File: src/rtl/pipe_stage_reg.sv
// pipe_stage_reg: two-entry skid register (main + skid) between pipeline stages.
// in_ready comes only from registered state, so out_ready has no combinational
// path to the upstream side.
// Optional stall counter: define PIPE_STAGE_PERF_CNT_EN to add the stall_cnt
// port and its saturating counter.
module pipe_stage_reg #(
  parameter int unsigned DATA_W      = 32,
  parameter int unsigned BUBBLE_ZERO = 1,
  parameter int unsigned CNT_W       = 16
) (
  input  logic              clk,
  input  logic              reset,
  input  logic              flush,
  input  logic              in_valid,
  output logic              in_ready,
  input  logic [DATA_W-1:0] in_data,
  output logic              out_valid,
  input  logic              out_ready,
`ifdef PIPE_STAGE_PERF_CNT_EN
  output logic [CNT_W-1:0]  stall_cnt,
`endif
  output logic [DATA_W-1:0] out_data
);

  localparam logic [1:0] EMPTY = 2'd0;
  localparam logic [1:0] BUSY  = 2'd1;
  localparam logic [1:0] FULL  = 2'd2;

  // Reject illegal widths at elaboration time.
  if (DATA_W < 1 || DATA_W > 256 || CNT_W < 1) begin : g_param_check
    $error("pipe_stage_reg: illegal DATA_W=%0d or CNT_W=%0d", DATA_W, CNT_W);
  end

  logic [1:0]        state;
  logic [DATA_W-1:0] main;
  logic [DATA_W-1:0] skid;
  logic [DATA_W-1:0] bubble;

  // Value main takes whenever the stage drains to EMPTY.
  always_comb begin
    bubble = main;
    if (BUBBLE_ZERO != 0) bubble = '0;
  end

  assign in_ready  = (state != FULL);
  assign out_valid = (state != EMPTY);
  assign out_data  = main;

  // State and payload registers; flush overrides every other input.
  always_ff @(posedge clk or negedge reset) begin
    if (!reset) begin
      state <= EMPTY;
      main  <= '0;
      skid  <= '0;
    end else if (flush) begin
      state <= EMPTY;
      main  <= bubble;
      skid  <= '0;
    end else begin
      case (state)
        EMPTY: begin
          if (in_valid) begin
            main  <= in_data;
            state <= BUSY;
          end
        end
        BUSY: begin
          if (in_valid && out_ready) begin
            main <= in_data;
          end else if (!in_valid && out_ready) begin
            main  <= bubble;
            state <= EMPTY;
          end else if (in_valid && !out_ready) begin
            skid  <= in_data;
            state <= FULL;
          end
        end
        FULL: begin
          // in_ready is low here, so in_valid plays no part.
          if (out_ready) begin
            main  <= skid;
            state <= BUSY;
          end
        end
        default: begin
          state <= EMPTY;
          main  <= '0;
          skid  <= '0;
        end
      endcase
    end
  end

`ifdef PIPE_STAGE_PERF_CNT_EN
  // Count stalled edges, saturating at all-ones; only reset clears it.
  always_ff @(posedge clk or negedge reset) begin
    if (!reset) begin
      stall_cnt <= '0;
    end else if (out_valid && !out_ready && (stall_cnt != '1)) begin
      stall_cnt <= stall_cnt + 1'b1;
    end
  end
`endif

endmodule
File: config.mk
export PLATFORM = sky130hd
export DESIGN_NAME = pipe_stage_reg
export DESIGN_NICKNAME = d
export VERILOG_FILES = /design/src/rtl/pipe_stage_reg.sv
export SDC_FILE = /design/constraint.sdc
export NUM_CORES = 1
export LEC_CHECK = 0
export ABC_AREA = 1
export BUFFER_PORTS_ARGS = -buffer_cell sky130_fd_sc_hd__buf_2
export CORE_ASPECT_RATIO = 1.75
export CORE_UTILIZATION = 30
export CTS_CLUSTER_DIAMETER = 40
export DETAILED_ROUTE_END_ITERATION = 8
export GPL_ROUTABILITY_DRIVEN = 1
export GPL_TIMING_DRIVEN = 0
export HOLD_SLACK_MARGIN = 0.08
export PLACE_DENSITY = 0.55
export SETUP_SLACK_MARGIN = 0.15
export SYNTH_ARGS = -nofsm -noshare
export SYNTH_HDL_FRONTEND = slang
export SYNTH_SLANG_ARGS = --single-unit
export TNS_END_PERCENT = 1
File: constraint.sdc
create_clock -name clk -period 1.8 [get_ports clk]
set_input_delay 0 -clock clk [delete_from_list [all_inputs] [get_ports clk]]
set_output_delay 0 -clock clk [all_outputs]
set_load 0.01 [all_outputs]
==> results.ini <==
[status]
outcome = complete, but fails checks
violations = DRC

[floorplanning]
ios = 71
die_area_um2 = 12300
die_x_um = 84.4
die_y_um = 146
start_util = 0.308
rows = 52
core_area_um2 = 11600

[drt]
vias = 3646
antenna_left = 0
wl_per_cell_um = 14.7
drtIter0Drc = 244
drt-total-wl_um = 10800
drc = 2
dr.pass1.iters = 7
vias_per_cell = 4.94

[place]
gp_congestion = 0.839
io_buffers = 68
placed_area_um2 = 4080
dp_hpwl_um = 7540
pre_cts_slack_ps = 266

[grt]
grt_pass1_wl_um = 17800
grt_use_total = 0.185
grt_pass1_vias = 3541
grt_overflow = 0
grt_max_degree = 67
grt_antenna_before_repair = 0

[cells_and_area]
syn_to_final_growth_pct = 32.4
regArea_um2 = 1650
fin_nets = 635
multiInputGateArea_um2 = 1630
drive_above_1_share = 0.209
diodes = 0
finalInstanceArea_um2 = 4720
fillers = 1239

[timing]
max_freq_mhz = 641
slew_headroom = 0.411
fin_crit_sh = 0.866
worst_slew_pin_slew_ps = 884
fin_tns_setup_ps = 0
fin_skew_ps = 4.36
holdWs_ps = 150
rsz0062_at_grt = true
hold_violations = 0
setup_viol = 0
finalMaxSlewViolations = 0
min_period_ps = 1560
setup_ws_ps = 240

[worst_setup_path]
path_class = flop to primary output
worst_path_max_delay_cell = dfrtp_1
slowest_delay_ps = 330
crit_arrival_ps = 1560
path_max_fanout = 10
cp-start-kind = flop
crit_required_ps = 1800
cp-end-kind = primary output
crit_chain = buf_6 > inv_2 > nor2_1 > buf_4 > inv_1 > buf_2

[power]
p_clk_frac = 0.391
leakagePower_nw = 2.36
seqPwrFrac = 0.376
p_per_area_nw_per_um2 = 975
total_power_mw = 4.60
switching_share = 0.308
pwr-share-comb = 0.233
p_int_mw = 3.18
ir_drop_uv = 524
switching_power_mw = 1.42

[synth]
ys_ff_latch = 66
avgSynthCellArea_um2 = 7.35
synthCells = 485
ys_warn_count = 0
ys_seq_area_frac = 0.463
syn_nets = 522
ys_types = 20
netlist_area_um2 = 3560

[clock_network]
cts_buffers = 9
clock-sinks = 66
htreeDepth = 3
cts-root-buf = clkbuf_16
worstSkewPairLatency_ps = 330
path_clk_slew_ps = 50
ctsLongestPathBuffers = 2
cts_tree = done

[min_path]
hold_class = input port to flop

[job]
cap_viol_max_count = 0

flip-flops by register name (all words and copies together), names as in the netlist:
name / count
out_data: 32
skid: 32
state: 2
worst max-delay path, delay by kind of cell (launching register included):
family	cells	cell delay [ps]
buffers and inverters	5	660
DFF	1	330
and+or+nand+nor	1	220
per-layer routing:
metal  track usage  vias up  part of all wire
met3        0.0367       24             0.044
li1              -     1784                 -
met4        0.0975        0             0.034
met2         0.320      111              0.52
met1         0.215     1727              0.40
met5             0        -                 0
cells in the final DEF, fill, tap and decap left out, types with 3 or more instances in the layout:
cell           instances
nor2_1                55
nand2_1              162
nand3_1               70
inv_1                 15
clkbuf_1               7
buf_4                 10
clkbuf_16              9
buf_2                 86
nand3_2                3
dfrtp_1               66
dlygate4sd3_1         34
buf_6                  4
o21ai_1               64
power groups by stage:
stage | combinational [mW] | sequential, mW | clock, mW
6_report | 1.07 | 1.73 | 1.80
5_1_grt | 1.19 | 1.75 | 1.89
4_1_cts | 1.09 | 1.73 | 1.82
3_5_place_dp | 1.03 | 1.75 | 0
3_3_place_gp | 1.01 | 1.75 | 0
2_1_floorplan | 0.591 | 1.79 | 0
through the flow:
step	utilization	cells
floorplan	-	485
global placement	0.352	688
detailed placement	0.352	688
CTS	0.407	738
global route	0.407	738
finish	0.407	738
synth_stat cells (all sizes together):
cell / count / area (um^2)
buf: 32 / 205
dfrtp: 66 / 1650
clkbuf: 4 / 15.0
inv: 17 / 63.8
nor2: 59 / 259
nand3: 73 / 380
o2bb2ai: 1 / 8.76
a21oi: 1 / 5.00
nand4: 1 / 6.26
o21ai: 65 / 325
nand2: 166 / 643
worst paths after layout:
kind / from / cells after the start / slack, ps / to
setup reg to reg: state[0] / 7 / 280 / out_data[19]
setup / recovery: state[1] / 6 / 240 / in_ready
min in group asynchronous: reset / 2 / 320 / out_data[2]
max in group asynchronous: reset / 2 / 890 / skid[31]
hold reg to reg: out_data[11] / 2 / 480 / out_data[11]
hold / removal: out_ready / 4 / 150 / state[1]
timing repair:
| item | CTS | global route |
|---|---|---|
| buffers inserted | 0 | 0 |
| hold buffers | 34 | 0 |
| resized for setup | 0 | 2 |
| hold endpoints to repair | 119 | 0 |
| setup endpoints to repair | 0 | 2 |
final cells by class:
class                   instances  share of cell area
multi-input cells             366               0.345
inverters                      17              0.0135
flip-flops and latches         66               0.350
clock inverters                 2             0.00743
repair buffers                102               0.145
plain buffers                  36              0.0472
clock buffers                  14              0.0560
well taps                     135              0.0358
logic make-up (layout without fill, tap and decap cells):
logic type,count (synthesis),in the layout,synth area share
compound gates,67,67,0.0952
buf+inv,53,171,0.0797
flops,66,66,0.463
simple gates,299,299,0.362
No activity file was read; power rests on OpenSTA's default activity.
